$ cat config.mk
export PLATFORM = sky130hd
export DESIGN_NAME = imem_line_buffer
export DESIGN_NICKNAME = d
export VERILOG_FILES = /design/src/rtl/imem_line_buffer.sv
export SDC_FILE = /design/constraint.sdc
export NUM_CORES = 1
export LEC_CHECK = 0
export CAP_MARGIN = 20
export CORE_MARGIN = 5
export CORE_UTILIZATION = 53
export CTS_CLUSTER_SIZE = 14
export DETAILED_ROUTE_END_ITERATION = 10
export GPL_TIMING_DRIVEN = 0
export HOLD_SLACK_MARGIN = 0.15
export PLACE_DENSITY = 0.77
export SETUP_SLACK_MARGIN = 0.3
export SLEW_MARGIN = 20
export SYNTH_ARGS = -nofsm -noshare
export SYNTH_HDL_FRONTEND = slang
export SYNTH_SLANG_ARGS = --single-unit
$ cat constraint.sdc
create_clock -name clk -period 2.4 [get_ports clk]
set_input_delay 0.48 -clock clk [delete_from_list [all_inputs] [get_ports clk]]
set_output_delay 0.48 -clock clk [all_outputs]
set_load 0.01 [all_outputs]
$ cat src/rtl/imem_line_buffer.sv
// imem_line_buffer: single-line instruction buffer between the fetch stage and a
// slow burst memory. It answers hits in the same cycle. On a miss it stalls fetch
// and burst-fills one LINE_WORDS-word line, then answers from that line.
//
// Optional feature: define IMEM_ALIGN_CHK_EN to flag misaligned fetch addresses
// on imem_misalign instead of serving them. With the macro undefined the buffer
// is word-addressed and imem_misalign is tied low.
//
// Ports:
//   clk, rst       clock; asynchronous active-high reset
//   imem_addr      fetch byte address (PC)
//   imem_data      instruction word; valid when imem_stall is low
//   imem_stall     high while imem_data is not valid; fetch holds PC
//   flush          one-cycle pulse that invalidates the line
//   mem_req        burst request, held high until the last beat is accepted
//   mem_addr       line-aligned burst base address
//   mem_ack        one beat accepted this cycle, mem_rdata valid
//   mem_rdata      burst data, ascending word order
//   imem_misalign  misaligned fetch flag (IMEM_ALIGN_CHK_EN builds only)
module imem_line_buffer #(
    parameter int unsigned LINE_WORDS = 4,
    parameter logic [31:0] RESET_ADDR = 32'h0000_0000
) (
    input  logic        clk,
    input  logic        rst,
    input  logic [31:0] imem_addr,
    output logic [31:0] imem_data,
    output logic        imem_stall,
    input  logic        flush,
    output logic        mem_req,
    output logic [31:0] mem_addr,
    input  logic        mem_ack,
    input  logic [31:0] mem_rdata,
    output logic        imem_misalign
);

    localparam int unsigned IDX_W = $clog2(LINE_WORDS);
    localparam int unsigned OFF_W = 2 + IDX_W;
    localparam int unsigned TAG_W = 32 - OFF_W;

    typedef enum logic {
        IDLE = 1'b0,
        FILL = 1'b1
    } state_t;

    state_t           state;
    state_t           state_next;
    logic [TAG_W-1:0] tag;
    logic             valid;
    logic             flush_pend;
    logic [IDX_W-1:0] beat;
    logic [31:0]      words [LINE_WORDS];

    logic [TAG_W-1:0] addr_tag;
    logic [IDX_W-1:0] addr_idx;
    logic             hit;
    logic             misalign;
    logic             start_fill;
    logic             last_ack;

    assign addr_tag = imem_addr[31:OFF_W];
    assign addr_idx = imem_addr[OFF_W-1:2];
    assign hit      = valid && (state == IDLE) && (addr_tag == tag);

    // Misalignment is only meaningful while the buffer can answer (IDLE).
`ifdef IMEM_ALIGN_CHK_EN
    assign misalign = (state == IDLE) && (imem_addr[1:0] != 2'b00);
`else
    logic unused_byte_offset;
    assign unused_byte_offset = ^imem_addr[1:0];
    assign misalign = 1'b0;
`endif

    // State register.
    always_ff @(posedge clk or posedge rst) begin
        if (rst) begin
            state <= IDLE;
        end else begin
            state <= state_next;
        end
    end

    // Next state plus the combinational fetch-side response.
    always_comb begin
        state_next    = state;
        start_fill    = 1'b0;
        last_ack      = 1'b0;
        imem_stall    = 1'b1;
        imem_data     = 32'h0000_0000;
        imem_misalign = misalign;
        case (state)
            IDLE: begin
                if (misalign) begin
                    imem_stall = 1'b0;
                end else if (hit) begin
                    imem_stall = 1'b0;
                    imem_data  = words[addr_idx];
                end else begin
                    start_fill = 1'b1;
                    state_next = FILL;
                end
            end
            FILL: begin
                if (mem_ack && (beat == IDX_W'(LINE_WORDS - 1))) begin
                    last_ack   = 1'b1;
                    state_next = IDLE;
                end
            end
            default: state_next = IDLE;
        endcase
    end

    // Line control: request, base address, beat counter, tag and validity.
    always_ff @(posedge clk or posedge rst) begin
        if (rst) begin
            valid      <= 1'b0;
            flush_pend <= 1'b0;
            beat       <= '0;
            mem_req    <= 1'b0;
            mem_addr   <= RESET_ADDR;
            tag        <= '0;
        end else begin
            if (start_fill) begin
                mem_req    <= 1'b1;
                mem_addr   <= {addr_tag, OFF_W'(0)};
                beat       <= '0;
                valid      <= 1'b0;
                flush_pend <= 1'b0;
            end else if ((state == IDLE) && flush) begin
                valid <= 1'b0;
            end
            if (state == FILL) begin
                // A flush mid-burst cannot abort it; remember it so the line
                // is not marked valid when the burst finishes.
                if (flush) begin
                    flush_pend <= 1'b1;
                end
                if (mem_ack) begin
                    beat <= beat + IDX_W'(1);
                end
                if (last_ack) begin
                    mem_req    <= 1'b0;
                    tag        <= mem_addr[31:OFF_W];
                    valid      <= !flush_pend && !flush;
                    flush_pend <= 1'b0;
                end
            end
        end
    end

    // Line storage; contents are qualified by valid, so no reset is needed.
    always_ff @(posedge clk) begin
        if ((state == FILL) && mem_ack) begin
            words[beat] <= mem_rdata;
        end
    end

endmodule
==> flow_metrics.env, run 1 <==
export IMPL_min_from="imem_addr[9]"
export IMPL_numCtsBuffers=17
export IMPL_clock_latency_ns=0.42
export IMPL_grt_overflow_total=0
export IMPL_grt_setup_unrepaired="yes"
export IMPL_ys_seq_elements=190
export IMPL_gp_congestion=0.761
export IMPL_worstHoldEndpoint="mem_addr[9]"
export IMPL_worst_setup_path_start_kind="input pin"
export IMPL_cts_root_buf="clkbuf_16"
export IMPL_drive_gt1_share_pct=40.2
export IMPL_irDropWorstVdd_v=0.000785
export IMPL_syn_inst=404
export IMPL_cts_sinks=190
export IMPL_pwr_share_clk_pct=26.1
export IMPL_ys_types=30
export IMPL_clk_pin_slew_worst_paths_ns=0.06
export IMPL_power_density_nw_per_um2=1020
export IMPL_ant_nets=0
export IMPL_hold_viol=0
export IMPL_ys_warn_count=0
export IMPL_antenna_found_initial=1
export IMPL_reg2reg_from="tag[5]"
export IMPL_cts_tree="built"
export IMPL_drt_pass1_iterations=4
export IMPL_cts_buffer_depth=2
export IMPL_vias_per_cell=5.44
export IMPL_critPathKind="input pin to primary output"
export IMPL_internal_power_mw=8.00
export IMPL_switching_share_pct=26.3
export IMPL_period_minus_slack_ns=2.94
export IMPL_slew_headroom_pct=57.2
export IMPL_die_w_um=130
export IMPL_diodes=0
export IMPL_io_pins=135
export IMPL_dpl_hpwl_mm=10.3
export IMPL_grt_max_degree=42
export IMPL_wire_per_inst_um=21.3
export IMPL_final_common_cell="edfxtp_1"
export IMPL_postSynthAreaPerCell_um2=19.0
export IMPL_outcome="complete, but fails checks"
export IMPL_seqPwrFrac_pct=46.3
export IMPL_setup_ws_ns=-0.539
export IMPL_drc=0
export IMPL_initial_utilization_pct=53.4
export IMPL_drt_iter0_drc=292
export IMPL_fin_setup_tns_ns=-16.16
export IMPL_wl_mm=16.5
export IMPL_grt_pass1_wl_mm=25.4
export IMPL_skew_ns=0.00748
export IMPL_r2r_setup_slack_ns=0.04
export IMPL_cp_end_kind="primary output"
export IMPL_drv_cap=0
export IMPL_cp_startpoint="imem_addr[25]"
export IMPL_fillCellCount=828
export IMPL_final_nets=651
export IMPL_grt_pass1_vias=4618
export IMPL_violations="setup timing"
export IMPL_tightest_slew_ns=0.642
export IMPL_leakagePower_nw=4.15
export IMPL_htree_levels=4
export IMPL_syn_cell_area_um2=7670
export IMPL_min_path_cells=2
export IMPL_ys_seq_area_share_pct=70.4
export IMPL_drv_slew=0
export IMPL_r2r_cells=10
export IMPL_dr_total_vias=4224
export IMPL_std_cell_rows=44
export IMPL_grtUsageTotal_pct=20.3
export IMPL_portBuffers=126
export IMPL_p_sw_mw=2.86
export IMPL_mostFrequentLayoutCells="edfxtp_1, clkdlybuf4s50_1, dfrtp_1"
export IMPL_hold_class="input pin to register"
export IMPL_r2r_end="mem_addr[6]"
export IMPL_cp_required_ns=1.92
export IMPL_comb_power_share_pct=27.6
export IMPL_dieArea_um2=17000
export IMPL_fmax_ghz=0.340
export IMPL_setup_viol=33
export IMPL_coreArea_um2=14400
export IMPL_crit_arrival_ns=2.46
export IMPL_cp_max_fo=5
export IMPL_period_share_pct=122
export IMPL_die_h_um=130
export IMPL_syn_to_final_growth_pct=38.7
export IMPL_total_power_mw=10.9
## flip-flops by register name, indices dropped and copies added (netlist names)
register,flops
beat,2
flush_pend,1
mem_addr,28
mem_req,1
state,1
tag,28
valid,1
words,128
## critical path, stage by stage
cell and delay, ns:
clkdlybuf4s50_1 0.51, xnor2_1 0.13, nand4_1 0.15, nor4_4 0.37, nand3_4 0.13, buf_6 0.15
buf_12 0.13, clkbuf_16 0.17, nor2b_4 0.12, buf_6 0.11
## per-layer routing
| layer | global-route usage (%) | wire length (um) | vias up |
|---|---|---|---|
| met5 | 0 | 13 | - |
| met4 | 7.21 | 292 | 2 |
| met3 | 5.69 | 974 | 25 |
| met2 | 33.9 | 8690 | 125 |
| met1 | 25.7 | 6580 | 2176 |
| li1 | - | - | 1896 |
## power groups by stage
stage,Clock [mW],Combinational (mW),Sequential [mW]
global route,3.03,3.19,5.11
finish,2.84,3.00,5.02
CTS,2.88,2.99,5.01
global placement,0,2.57,4.99
floorplan,0,1.50,5.04
detailed placement,0,2.70,5.05
## synth_stat cells, drive strengths merged
cell type,number,area share (%)
a21o,1,0.11
a21oi,1,0.065
and3,3,0.24
and4,2,0.23
buf,14,1.4
clkbuf,7,0.34
conb,1,0.049
dfrtp,62,20
edfxtp,128,50
ha,4,0.65
inv,5,0.24
mux2,56,8.7
mux2i,1,0.13
mux4,32,9.4
nand2,5,0.24
nand3,5,0.33
nand4,7,0.57
nor2,1,0.049
nor2b,32,2.6
nor4,2,0.44
o21ai,1,0.065
o22ai,3,0.24
o31ai,1,0.098
o32a,1,0.13
xnor2,29,3.3
## logic make-up after synthesis
group                      count (synthesis)  share of synthesized area [%]
other                                      1                         0.0489
AOI/OAI and AO/OA                          8                          0.718
and+or+nand+nor                           57                           4.72
buffers and inverters                     26                           1.97
DFF                                      190                           70.4
adders and majority gates                  4                          0.653
muxes                                     89                           18.2
xor gates and xnor gates                  29                           3.31
## through the flow
stage	hold slack (ns)	setup slack [ns]	area [um2]	utilization, %	cells
after floorplan	0.501	0.282	7810	-	408
after global placement	0.466	-1.01	9300	64.7	718
after detailed placement	0.479	-1.02	9380	65.3	722
after CTS	0.355	-0.533	10500	73.1	771
after global routing	0.351	-0.593	10600	74.0	776
final	0.353	-0.539	10600	74.0	776
## repair_timing
item,CTS,global route
pin swaps,7,9
hold buffers,0,0
cloned,3,1
endpoints found under the setup margin,102,61
resized for setup,240,17
setup buffers,14,4
## area by class of cell
class,count,area (um2),share of cell area (%)
plain buffers,21,228,2.14
clock buffers,23,500,4.71
clock inverters,9,104,0.977
inverters,5,21.3,0.200
multi-input cells,192,2480,23.3
flip-flops and latches,190,5400,50.8
well taps,184,230,2.17
repair buffers,152,1670,15.7
## how the worst max path moves through the flow
stage                          endpoint  slack (ns)  cells past startpoint
final                     imem_data[19]       -0.54                     10
after CTS                 imem_data[19]       -0.53                      9
after floorplan           imem_data[22]        0.28                      6
after global placement     imem_data[5]       -1.01                      8
after detailed placement   imem_data[5]       -1.02                      8
after global routing      imem_data[19]       -0.59                      9
No activity file was read; power rests on OpenSTA's default activity.
==> run 2, diff against run 1 <==
- CTS_CLUSTER_SIZE: 14 -> 25
==> results of run 2 <==
The final DEF is identical to that of run 1; final timing and power are the same.
